## src/rtl/axil_reg_bridge.sv

```systemverilog
// axil_reg_bridge: AXI4-Lite slave to single-request/ack reg bus bridge.
// Define REG_BRIDGE_TIMEOUT_EN to answer SLVERR when reg_ack never arrives.
`timescale 1ns/1ps

module axil_reg_bridge #(
   parameter int AXI_DATA_WIDTH = 32,
   parameter int AXI_ADDR_WIDTH = 26,
   parameter int TIMEOUT_CYCLES = 255
) (
   input  logic                        clk,
   input  logic                        reset,
   input  logic [AXI_ADDR_WIDTH-1:0]   s_axi_awaddr,
   input  logic                        s_axi_awvalid,
   output logic                        s_axi_awready,
   input  logic [AXI_DATA_WIDTH-1:0]   s_axi_wdata,
   input  logic [AXI_DATA_WIDTH/8-1:0] s_axi_wstrb,
   input  logic                        s_axi_wvalid,
   output logic                        s_axi_wready,
   output logic [1:0]                  s_axi_bresp,
   output logic                        s_axi_bvalid,
   input  logic                        s_axi_bready,
   input  logic [AXI_ADDR_WIDTH-1:0]   s_axi_araddr,
   input  logic                        s_axi_arvalid,
   output logic                        s_axi_arready,
   output logic [AXI_DATA_WIDTH-1:0]   s_axi_rdata,
   output logic [1:0]                  s_axi_rresp,
   output logic                        s_axi_rvalid,
   input  logic                        s_axi_rready,
   output logic                        reg_req,
   output logic                        reg_rd_wr_L,
   output logic [AXI_ADDR_WIDTH-1:0]   reg_addr,
   output logic [AXI_DATA_WIDTH-1:0]   reg_wr_data,
   input  logic                        reg_ack,
   input  logic [AXI_DATA_WIDTH-1:0]   reg_rd_data
);

   typedef enum logic [1:0] {
      IDLE,
      ISSUE,
      WAIT_ACK,
      RESP
   } state_t;

   localparam logic [1:0] OKAY = 2'b00;

`ifdef REG_BRIDGE_TIMEOUT_EN
   localparam logic [1:0] SLVERR = 2'b10;
   localparam logic [7:0] TMO_LAST = 8'(TIMEOUT_CYCLES - 1);
   localparam logic [AXI_DATA_WIDTH-1:0] TMO_DATA =
      AXI_DATA_WIDTH'(32'hDEAD_BEEF);
   logic [7:0] tmo_cnt;
`endif

   state_t state;
   logic   prio_rd;

   logic aw_held;
   logic w_held;
   logic ar_held;
   logic [AXI_ADDR_WIDTH-1:0] aw_addr;
   logic [AXI_ADDR_WIDTH-1:0] ar_addr;
   logic [AXI_DATA_WIDTH-1:0] w_data;

   logic aw_fire;
   logic w_fire;
   logic ar_fire;
   logic b_fire;
   logic r_fire;
   logic aw_held_nxt;
   logic w_held_nxt;
   logic ar_held_nxt;
   logic wr_pend;
   logic grant_wr;

   // Byte strobes carry no meaning here: every write is a full word.
   logic unused;
   assign unused = ^{s_axi_wstrb, 8'(TIMEOUT_CYCLES)};

   // Handshakes, next holding-register occupancy and arbitration choice.
   always_comb begin
      aw_fire = s_axi_awvalid && s_axi_awready;
      w_fire  = s_axi_wvalid && s_axi_wready;
      ar_fire = s_axi_arvalid && s_axi_arready;
      b_fire  = s_axi_bvalid && s_axi_bready;
      r_fire  = s_axi_rvalid && s_axi_rready;

      aw_held_nxt = aw_held;
      if (b_fire)
         aw_held_nxt = 1'b0;
      else if (aw_fire)
         aw_held_nxt = 1'b1;

      w_held_nxt = w_held;
      if (b_fire)
         w_held_nxt = 1'b0;
      else if (w_fire)
         w_held_nxt = 1'b1;

      ar_held_nxt = ar_held;
      if (r_fire)
         ar_held_nxt = 1'b0;
      else if (ar_fire)
         ar_held_nxt = 1'b1;

      wr_pend  = aw_held && w_held;
      grant_wr = wr_pend && (!ar_held || !prio_rd);
   end

   // Holding registers; each ready is high exactly while its slot is empty.
   always_ff @(posedge clk or negedge reset) begin
      if (!reset) begin
         aw_held       <= 1'b0;
         w_held        <= 1'b0;
         ar_held       <= 1'b0;
         aw_addr       <= '0;
         w_data        <= '0;
         ar_addr       <= '0;
         s_axi_awready <= 1'b0;
         s_axi_wready  <= 1'b0;
         s_axi_arready <= 1'b0;
      end else begin
         aw_held       <= aw_held_nxt;
         w_held        <= w_held_nxt;
         ar_held       <= ar_held_nxt;
         s_axi_awready <= !aw_held_nxt;
         s_axi_wready  <= !w_held_nxt;
         s_axi_arready <= !ar_held_nxt;
         if (aw_fire)
            aw_addr <= s_axi_awaddr;
         if (w_fire)
            w_data <= s_axi_wdata;
         if (ar_fire)
            ar_addr <= s_axi_araddr;
      end
   end

   // Access sequencer: grant, one-cycle request, wait for ack, respond.
   always_ff @(posedge clk or negedge reset) begin
      if (!reset) begin
         state        <= IDLE;
         prio_rd      <= 1'b0;
         reg_req      <= 1'b0;
         reg_rd_wr_L  <= 1'b1;
         reg_addr     <= '0;
         reg_wr_data  <= '0;
         s_axi_bvalid <= 1'b0;
         s_axi_bresp  <= OKAY;
         s_axi_rvalid <= 1'b0;
         s_axi_rresp  <= OKAY;
         s_axi_rdata  <= '0;
`ifdef REG_BRIDGE_TIMEOUT_EN
         tmo_cnt      <= '0;
`endif
      end else begin
         case (state)
            IDLE: begin
               if (wr_pend || ar_held) begin
                  if (grant_wr) begin
                     reg_rd_wr_L <= 1'b0;
                     reg_addr    <= aw_addr;
                     reg_wr_data <= w_data;
                  end else begin
                     reg_rd_wr_L <= 1'b1;
                     reg_addr    <= ar_addr;
                  end
                  prio_rd <= !prio_rd;
                  reg_req <= 1'b1;
                  state   <= ISSUE;
               end
            end
            ISSUE: begin
               reg_req <= 1'b0;
               state   <= WAIT_ACK;
`ifdef REG_BRIDGE_TIMEOUT_EN
               tmo_cnt <= '0;
`endif
            end
            WAIT_ACK: begin
               if (reg_ack) begin
                  if (reg_rd_wr_L) begin
                     s_axi_rdata  <= reg_rd_data;
                     s_axi_rresp  <= OKAY;
                     s_axi_rvalid <= 1'b1;
                  end else begin
                     s_axi_bresp  <= OKAY;
                     s_axi_bvalid <= 1'b1;
                  end
                  state <= RESP;
               end
`ifdef REG_BRIDGE_TIMEOUT_EN
               else if (tmo_cnt == TMO_LAST) begin
                  if (reg_rd_wr_L) begin
                     s_axi_rdata  <= TMO_DATA;
                     s_axi_rresp  <= SLVERR;
                     s_axi_rvalid <= 1'b1;
                  end else begin
                     s_axi_bresp  <= SLVERR;
                     s_axi_bvalid <= 1'b1;
                  end
                  state <= RESP;
               end else begin
                  tmo_cnt <= tmo_cnt + 8'd1;
               end
`endif
            end
            RESP: begin
               if (b_fire || r_fire) begin
                  s_axi_bvalid <= 1'b0;
                  s_axi_rvalid <= 1'b0;
                  state        <= IDLE;
               end
            end
            default: state <= IDLE;
         endcase
      end
   end

endmodule
```

## config.mk

```make
export PLATFORM = sky130hd
export DESIGN_NAME = axil_reg_bridge
export DESIGN_NICKNAME = d
export VERILOG_FILES = /design/src/rtl/axil_reg_bridge.sv
export SDC_FILE = /design/constraint.sdc
export NUM_CORES = 1
export LEC_CHECK = 0
export BUFFER_PORTS_ARGS = -buffer_cell sky130_fd_sc_hd__buf_2
export CAP_MARGIN = 20
export CORE_UTILIZATION = 32
export CTS_BUF_LIST = sky130_fd_sc_hd__clkbuf_2
export CTS_CLUSTER_SIZE = 8
export DETAILED_ROUTE_END_ITERATION = 10
export PLACE_DENSITY_LB_ADDON = 0.1
export SLEW_MARGIN = 40
export SYNTH_ARGS = -nofsm -noshare
export SYNTH_HDL_FRONTEND = slang
export SYNTH_SLANG_ARGS = --single-unit
export TNS_END_PERCENT = 50
```

## constraint.sdc

```tcl
create_clock -name clk -period 4.6 [get_ports clk]
set_input_delay 0.69 -clock clk [delete_from_list [all_inputs] [get_ports clk]]
set_output_delay 0.69 -clock clk [all_outputs]
set_load 0.02 [all_outputs]
```

* Word level (Yosys, flattened, before mapping) *
Cells that the tools add are included.

word-level totals
  input bits = 128
  logic and storage cells = 72
  flip-flop bits (word level) = 187

cells by class
  eq/ne operators = 8
  reductions and logical operators = 25
  muxes and demuxes = 21

operators with widths
  cell                                           count
  two-way mux 26 bit                             1
  two-way mux 1 bit                              13
  inequality test 2 bit, second input constant   5
  AND reduction 3 bit                            3
  one-hot mux 2 bit (4 select lines)             1
  AND reduction 4 bit                            2
  logical AND 1 bit                              7
  two-way mux 2 bit                              3
  one-hot mux 1 bit (2 select lines)             3
  logical NOT 1 bit                              5
  == test 2 bit, second input constant           2
  AND reduction 2 bit                            2
  nonzero test 2 bit                             2
  logical OR 1 bit                               3
  == test 2 x 1 -> 1 bit, second input constant  1
  logical NOT 2 bit                              1

* Longest topological paths before layout *
Gate-level depths: netlist (run 1).

  depth after elaboration = 4
  mapped depth = 7
  mapped depth without buffers = 5

* Worst setup path after synthesis (run 1) *
No wires, ideal clock.

  path kind = input to register
  start point = input port s_axi_awvalid
  end point = register aw_addr[10]
  data arrival time = 1488 ps
  stages = 4
  required time = 4475 ps
  setup time = 125 ps
  path slack = 2988 ps
  path through = and2_1 > buf_4 > buf_2 > mux2_2

between the ends
  longest elaborated chain between the ends = 1

RTL lines
  item                  RTL line  RTL
  from (decl)           13        input logic s_axi_awvalid,
  logical AND 1 bit     81        aw_fire = s_axi_awvalid && s_axi_awready;
  to (signal assigned)  129       aw_addr <= s_axi_awaddr;
  to (decl)             60        logic [AXI_ADDR_WIDTH-1:0] aw_addr;

No other way between the ends.
A chain may end at the register's enable or synchronous reset.

* Worst setup path in the final report (run 1) *
  start point = register reg_rd_wr_L
  end point = output port reg_rd_wr_L

RTL lines
  item                    RTL line  RTL
  from (decl)             30        output logic reg_rd_wr_L,
  from (signal assigned)  143       reg_rd_wr_L <= 1'b1;
  from (signal assigned)  159       reg_rd_wr_L <= 1'b0;
  from (signal assigned)  163       reg_rd_wr_L <= 1'b1;

No word-level cell between the ends.

==> impl_metrics.yaml, run 1 <==
outcome:
  status: "complete, no violations"
setup_path:
  crit_family: "flip-flops"
  critPathRequiredTime_ps: 3910
  critPathArrivalTime_ps: 1560
  critPathMaxFanout: 5
  cp_cell_sequence: "buf_2"
  cp-end-kind: "primary output"
  max_stage_delay_ps: 660
  path_buf_inv: 1
  critPathKind: "flip-flop to primary output"
  slowest_stage: "dfstp_2"
  crit_path_start_kind: "flip-flop"
die:
  core_um2: 22600
  start_util: 0.327
  dieArea_um2: 23700
  die_h_um: 154
  std_cell_rows: 55
  dieWidth_um: 154
  top_level_ports: 229
clock_tree:
  cts_max_path_buffers: 2
  cts-buffers-inserted: 17
  postCtsSetupBuffers: 0
  clock-root-buffer: "clkbuf_2"
  clkTransAtPathRegs_ps: 300
  clock_latency_ps: 730
  cts_num_sinks: 187
  cts_max_level: 4
  cts_tree: "done"
  post_cts_resized: 0
timing:
  relSlewSlack: 0.523
  rsz0062_at_grt: "false"
  worstMarginPinSlew_ps: 715
  max_freq_mhz: 444
  fin_worst_skew_ps: 39.2
  finalSetupViolations: 0
  finalCritPeriodShare: 0.489
  hold_viol: 0
  slew_violations: 0
  fin_crit_ps: 2250
  fin_tns_setup_ps: 0
  setup_ws_ps: 2350
routing:
  drc: 0
  drt-pass1-iter-count: 4
  routedWlPerCell_um: 15.7
  via_per_inst: 4.59
  ant_nets: 0
  drt_iter0_drc: 190
  via_count: 4651
  wl_um: 15900
cells_and_area:
  nets: 847
  syn_to_final_growth_pct: 21.6
  drive_gt1_frac: 0.527
  final_cell_area_um2: 8990
  final_cells: 1013
yosys:
  syn_area_um2: 7390
  postSynthCellCount: 488
  ys_ff_latch: 187
  syn_avg_cell_area_um2: 15.2
  synthDistinctLibCells: 29
  yosysWarnings: 0
  yosysSeqAreaShare: 0.633
grt:
  grt_use_total: 0.140
  grt_pass1_vias: 4975
  grt_pass1_wl_um: 25900
  grt.overflow.total: 0
  antenna_found_initial: 2
  grt_max_degree: 96
placement:
  routabilityCongestion: 0.674
  dp_hpwl_um: 10700
  dp.cells: 973
  io_buffers: 220
  dp_slack_ps: 2360
  dpl-instance-area_um2: 8690
run:
  drv_cap: 0
min_path:
  hold_path.class: "input port to flip-flop"
power:
  power_density_nw_per_um2: 695
  vdd_drop_max_mv: 0.299
  p_leak_nw: 4.45
==> state kept, by name (all words and copies together) (netlist names) <==
register / flops
aw_addr: 26
prio_rd: 1
w_data: 32
reg_addr: 26
aw_held: 1
w_held: 1
ar_held: 1
s_axi_awready: 1
s_axi_bvalid: 1
s_axi_wready: 1
ar_addr: 26
reg_rd_wr_L: 1
s_axi_rvalid: 1
state: 2
s_axi_rdata: 32
s_axi_arready: 1
reg_req: 1
reg_wr_data: 32
==> cell usage in the layout, fill, tap and decap left out, drive strengths merged <==
cell type | synthesis | final
nand2b | 1 | 1
clkinvlp | 0 | 1
nor2 | 1 | 1
conb | 1 | 4
a32oi | 1 | 1
clkinv | 0 | 6
o21ai | 31 | 31
dlygate4sd3 | 0 | 7
nand4 | 1 | 1
inv | 8 | 16
a31oi | 2 | 2
and2 | 3 | 3
diode | 0 | 1
buf | 29 | 226
mux2 | 149 | 149
nand2 | 33 | 33
xnor2 | 1 | 1
dfrtp | 186 | 186
mux2i | 26 | 26
nand3 | 4 | 4
o2bb2ai | 2 | 2
a22oi | 1 | 1
dfstp | 1 | 1
ha | 5 | 5
a21oi | 1 | 1
a21boi | 1 | 1
clkbuf | 0 | 17
==> cell type report <==
cell class	count	area, um^2
fill	2183	13600
timing repair buffer	233	1240
clock inverter	15	133
tap	285	357
multi-input combinational	267	2460
clock buffer	17	85.1
inverter	8	30.0
antenna	1	2.50
sequential	187	4680
==> synth_stat cells <==
| master | n | share of area |
|---|---|---|
| nand3_2 | 1 | 0.0014 |
| ha_1 | 5 | 0.0085 |
| nand3_1 | 3 | 0.0020 |
| nand2b_1 | 1 | 0.00085 |
| inv_1 | 8 | 0.0041 |
| a32oi_1 | 1 | 0.0012 |
| buf_2 | 10 | 0.0068 |
| o2bb2ai_1 | 2 | 0.0024 |
| nor2_1 | 1 | 0.00051 |
| nand2_1 | 33 | 0.017 |
| o21ai_1 | 22 | 0.015 |
| mux2i_1 | 26 | 0.035 |
| conb_1 | 1 | 0.00051 |
| nand4_4 | 1 | 0.0029 |
| a21boi_0 | 1 | 0.0010 |
| xnor2_1 | 1 | 0.0012 |
| a22oi_2 | 1 | 0.0017 |
| dfrtp_1 | 186 | 0.63 |
| buf_6 | 7 | 0.011 |
| a21oi_1 | 1 | 0.00068 |
| mux2_1 | 29 | 0.044 |
| o21ai_0 | 9 | 0.0061 |
| dfstp_2 | 1 | 0.0036 |
| and2_1 | 3 | 0.0025 |
| buf_4 | 10 | 0.010 |
| buf_12 | 2 | 0.0054 |
| mux2_4 | 2 | 0.0041 |
| a31oi_1 | 2 | 0.0017 |
| mux2_2 | 118 | 0.18 |
==> through the flow <==
stage | utilization | power [mW] | hold WS, ps
final | 0.397 | 6.25 | 155
after global routing | 0.397 | 6.73 | 0.870
after CTS | 0.394 | 6.36 | 15.6
after global placement | 0.384 | 5.44 | 457
after floorplan | - | 4.75 | 394
after detailed placement | 0.384 | 5.55 | 466
==> power breakdown <==
group | internal (mW) | total [mW] | leakage, nW | switching [mW]
sequential | 2.46 | 2.87 | 2.23 | 0.409
clock | 0.166 | 0.781 | 0.136 | 0.615
combinational | 1.17 | 2.59 | 2.08 | 1.43
==> layer usage <==
layer,global-route usage,share of wire
met1,0.169,0.44
met2,0.230,0.48
met3,0.0521,0.074
met4,0.0467,0.012
met5,0,0.00088
==> cells by family after synthesis <==
family          after synthesis  synth area share
simple gates                 43            0.0269
compound gates               39            0.0296
flops                       187             0.633
buf+inv                      37            0.0371
xor+xnor                      1           0.00118
fa+ha+maj                     5           0.00846
other cells                   1          0.000507
mux                         175             0.263
==> path summary, 6_finish.rpt <==
path	start	end	slack [ps]	depth (start not counted)
min in group asynchronous	reset	reg_addr[10]	490	2
min reg2reg	w_data[19]	reg_wr_data[19]	500	1
max reg2reg	state[0]	reg_wr_data[16]	2490	4
min	reg_rd_data[30]	s_axi_rdata[30]	150	2
max in group asynchronous	reset	aw_addr[9]	3030	3
max	reg_rd_wr_L	reg_rd_wr_L	2350	1
==> what timing repair did <==
action / in CTS / in global routing
endpoints found under the hold margin: 94 / 6
endpoints found under the setup margin: 0 / 0
hold buffers: 1 / 6
Note: power is estimated with default switching activity, not from simulation.
==> inputs of run 2 (changes only) <==
Clock period 4.6 ns to 2.32 ns, I/O delays scaled along.
==> impl_metrics.yaml, run 2 (same netlist as run 1, synthesis figures left out) <==
outcome:
  status: "complete, no violations"
die:
  std_cell_rows: 55
  dieArea_um2: 23700
  core_um2: 22600
  top_level_ports: 229
  die_h_um: 154
  dieWidth_um: 154
  start_util: 0.327
cells_and_area:
  fillers: 2108
  final_cell_mix: "buf_2 (219), dfrtp_1 (186), dlygate4sd3_1 (120)"
  reg_top3: "reg_wr_data (32), s_axi_rdata (32), w_data (32)"
  final_common_cell: "buf_2"
  final_cells: 1131
  drive_gt1_frac: 0.459
  syn_to_final_growth_pct: 38.3
  nets: 965
  multi_input_comb_area_um2: 2460
  regArea_um2: 4680
setup_path:
  critPathArrivalTime_ps: 2670
  critPathRequiredTime_ps: 2930
  crit_path_start_kind: "flip-flop"
  slowest_stage: "nand4_4"
  cp-end-kind: "flip-flop"
  critPathMaxFanout: 33
  critPathKind: "flip-flop to flip-flop"
  rrSetupSlack_ps: 260
  path_buf_inv: 1
  crit_family: "simple AND/OR/NAND/NOR gates"
  max_stage_delay_ps: 570
  cp_cell_sequence: "inv_1, ha_1, nand4_4, mux2_1"
clock_tree:
  cts_max_level: 4
  clkTransAtPathRegs_ps: 290
  cts-buffers-inserted: 17
  clock-root-buffer: "clkbuf_2"
  cts_num_sinks: 187
  cts_tree: "done"
  postCtsSetupBuffers: 0
  clock_latency_ps: 710
  cts_max_path_buffers: 2
timing:
  hold_viol: 0
  fin_worst_skew_ps: 47.8
  relSlewSlack: 0.529
  max_freq_mhz: 485
  fin_crit_ps: 2060
  finalSetupViolations: 0
  fin_tns_setup_ps: 0
  hold_ws_ps: 157
  slew_violations: 0
  worstMarginPinSlew_ps: 706
  rsz0062_at_grt: "false"
  finalCritPeriodShare: 0.889
run:
  drv_cap: 0
placement:
  io_buffers: 220
  dp.cells: 978
  routabilityCongestion: 0.690
  dp_hpwl_um: 11100
grt:
  grt.overflow.total: 0
  grt_pass1_vias: 5409
  grt_pass1_wl_um: 27800
  grt_max_degree: 62
  grt_use_total: 0.150
  antenna_found_initial: 1
power:
  power_density_nw_per_um2: 1240
  p_leak_nw: 4.97
  p_total_mw: 12.7
  vdd_drop_max_mv: 0.497
routing:
  drc: 0
  routedWlPerCell_um: 15.0
  via_per_inst: 4.40
  wl_um: 17000
  via_count: 4977
  drt-pass1-iter-count: 4
  drt_iter0_drc: 154
  ant_nets: 0
min_path:
  hold_path.class: "input port to asynchronous set/reset pin"
-- run 2: timing repair --
item,4_1_cts,5_1_grt
resized for setup,0,0
endpoints found under the hold margin,280,0
hold buffers,120,0
-- run 2: power by group --
part | switching [mW] | internal, mW | total, mW | leakage, nW
Combinational | 2.87 | 2.50 | 5.37 | 2.60
Sequential | 0.818 | 4.88 | 5.70 | 2.23
Clock | 1.21 | 0.431 | 1.64 | 0.145
-- run 2: worst paths after layout --
check,to,startpoint,depth (start not counted)
max,reg_wr_data[15],state[0],4
min,reg_addr[5],reset,2
max reg2reg,reg_wr_data[15],state[0],4
min reg2reg,prio_rd,prio_rd,1
max in group asynchronous,reg_rd_wr_L,reset,3
min in group clk,w_data[27],s_axi_wvalid,3
-- run 2: area by class of cell --
cell class,count,area share
sequential,187,0.458
multi-input combinational,267,0.240
timing repair buffer,351,0.240
tap,285,0.0349
clock inverter,15,0.0154
clock buffer,17,0.00832
inverter,8,0.00294
antenna,1,0.000245
-- run 2: routing by layer --
metal | GRT usage | up-vias | wire length (um)
met5 | 0 | - | 0
met4 | 0.0310 | 0 | 134
met3 | 0.0490 | 7 | 923
met2 | 0.264 | 133 | 8470
met1 | 0.177 | 2461 | 7450
li1 | - | 2376 | -
-- run 2: metrics by stage --
stage / util / instance area (um^2) / worst slack [ps]
global placement: 0.388 / 8780 / 274
finish: 0.452 / 10200 / 258
CTS: 0.452 / 10200 / 206
floorplan: - / 7400 / 848
detailed placement: 0.388 / 8780 / 209
global route: 0.452 / 10200 / 97.0
==> inputs of run 3 (changes only) <==
==> constraint.sdc (replaced) <==
create_clock -name clk -period 2.32 [get_ports clk]
set_input_delay 0.232 -clock clk [delete_from_list [all_inputs] [get_ports clk]]
set_output_delay 0.232 -clock clk [all_outputs]
set_load 0.02 [all_outputs]
==> impl_metrics.yaml, run 3 (same netlist as run 1, synthesis figures left out) <==
power:
  vdd_drop_max_mv: 0.488
  netSwitchingFraction: 0.380
  p_seq_frac: 0.448
  switching_power_mw: 4.85
  p_total_mw: 12.8
  power.share.combinational: 0.422
  power_density_nw_per_um2: 1240
  pwr-share-clk: 0.131
  p_leak_nw: 4.98
  p_int_mw: 7.90
setup_path:
  critPathMaxFanout: 33
  reg2reg_from: "state[0]"
  crit_path_start_kind: "flip-flop"
  timing.critical_path.from: "state[0]"
  critPathKind: "flip-flop to flip-flop"
  critPathArrivalTime_ps: 2710
  critPathRequiredTime_ps: 2920
  r2r_cells: 4
  worstSetupEndpoint: "reg_wr_data[19]"
  cp-end-kind: "flip-flop"
  rrSetupSlack_ps: 210
  r2r_end: "reg_wr_data[19]"
timing:
  finalSetupViolations: 0
  fin_crit_ps: 2110
  max_freq_mhz: 474
  slew_violations: 0
  fin_worst_skew_ps: 31.1
  finalCritPeriodShare: 0.909
  hold_viol: 0
  hold_ws_ps: 128
  fin_tns_setup_ps: 0
  worstMarginPinSlew_ps: 709
  relSlewSlack: 0.527
  setup_ws_ps: 211
  rsz0062_at_grt: "false"
cells_and_area:
  nets: 972
  drive_gt1_frac: 0.459
  final_cell_mix: "buf_2 (219), dfrtp_1 (186), dlygate4sd3_1 (124)"
  final_common_cell: "buf_2"
  final_cells: 1137
  multi_input_comb_area_um2: 2460
  fillers: 2072
  syn_to_final_growth_pct: 38.7
  reg_top3: "reg_wr_data (32), s_axi_rdata (32), w_data (32)"
  regArea_um2: 4680
  final_cell_area_um2: 10300
  utilization: 0.453
clock_tree:
  postCtsSetupBuffers: 0
  clock_latency_ps: 720
  post_cts_resized: 0
  clkTransAtPathRegs_ps: 270
  cts_max_level: 4
  clock-root-buffer: "clkbuf_2"
  cts_tree: "done"
  cts-buffers-inserted: 17
  cts_num_sinks: 187
  cts_max_path_buffers: 2
  hold_buffers: 125
routing:
  drt_iter0_drc: 126
  via_per_inst: 4.47
  drt-pass1-iter-count: 4
  routedWlPerCell_um: 15.4
  drc: 0
  ant_nets: 0
  wl_um: 17500
  via_count: 5078
die:
  start_util: 0.327
  std_cell_rows: 55
  dieWidth_um: 154
  dieArea_um2: 23700
  die_h_um: 154
  core_um2: 22600
  top_level_ports: 229
grt:
  grt_pass1_wl_um: 28600
  antenna_found_initial: 1
  grt.overflow.total: 0
  grt_max_degree: 52
  grt_use_total: 0.155
  grt_pass1_vias: 5580
placement:
  dp.cells: 980
  io_buffers: 220
  routabilityCongestion: 0.694
  dpl-instance-area_um2: 8760
  dp_slack_ps: 172
  dp_hpwl_um: 11300
run:
  drv_cap: 0
min_path:
  hold_depth: 4
  hold_path.class: "input port to flip-flop"
outcome:
  status: "complete, no violations"
[run 3: final cells by class]
type | count | area share
multi-input cells | 267 | 0.240
diodes | 1 | 0.000244
repair buffers | 358 | 0.243
clock inverters | 12 | 0.0134
well taps | 285 | 0.0348
flip-flops and latches | 187 | 0.456
inverters | 8 | 0.00293
clock buffers | 19 | 0.00927
[run 3: power groups by stage]
stage	sequential, mW	clock, mW	combinational [mW]
finish	5.71	1.67	5.38
floorplan	6.69	0	2.73
global route	5.96	1.91	5.88
CTS	5.73	1.77	5.49
detailed placement	5.81	0	5.28
global placement	5.70	0	5.15
[run 3: metal layers]
metal	track usage	vias to the layer above	part of all wire
met3	0.0471	15	0.053
met5	0	-	0
li1	-	2395	-
met2	0.263	149	0.49
met4	0.0414	0	0.011
met1	0.190	2519	0.44
[run 3: worst min-delay path by stage]
| stage | from | to | slack, ps |
|---|---|---|---|
| floorplan | reset | ar_addr[0] | -60 |
| global placement | reset | aw_addr[12] | 310 |
| detailed placement | reset | aw_addr[12] | 320 |
| CTS | s_axi_awvalid | aw_addr[17] | 4 |
| global route | s_axi_awvalid | aw_addr[17] | 4 |
| finish | s_axi_awvalid | aw_addr[17] | 130 |
[run 3: critical path: stages, from the launching register on]
cell     delay (ps)
dfrtp_1         470
inv_1           130
ha_1            260
nand4_4         570
mux2_1          550
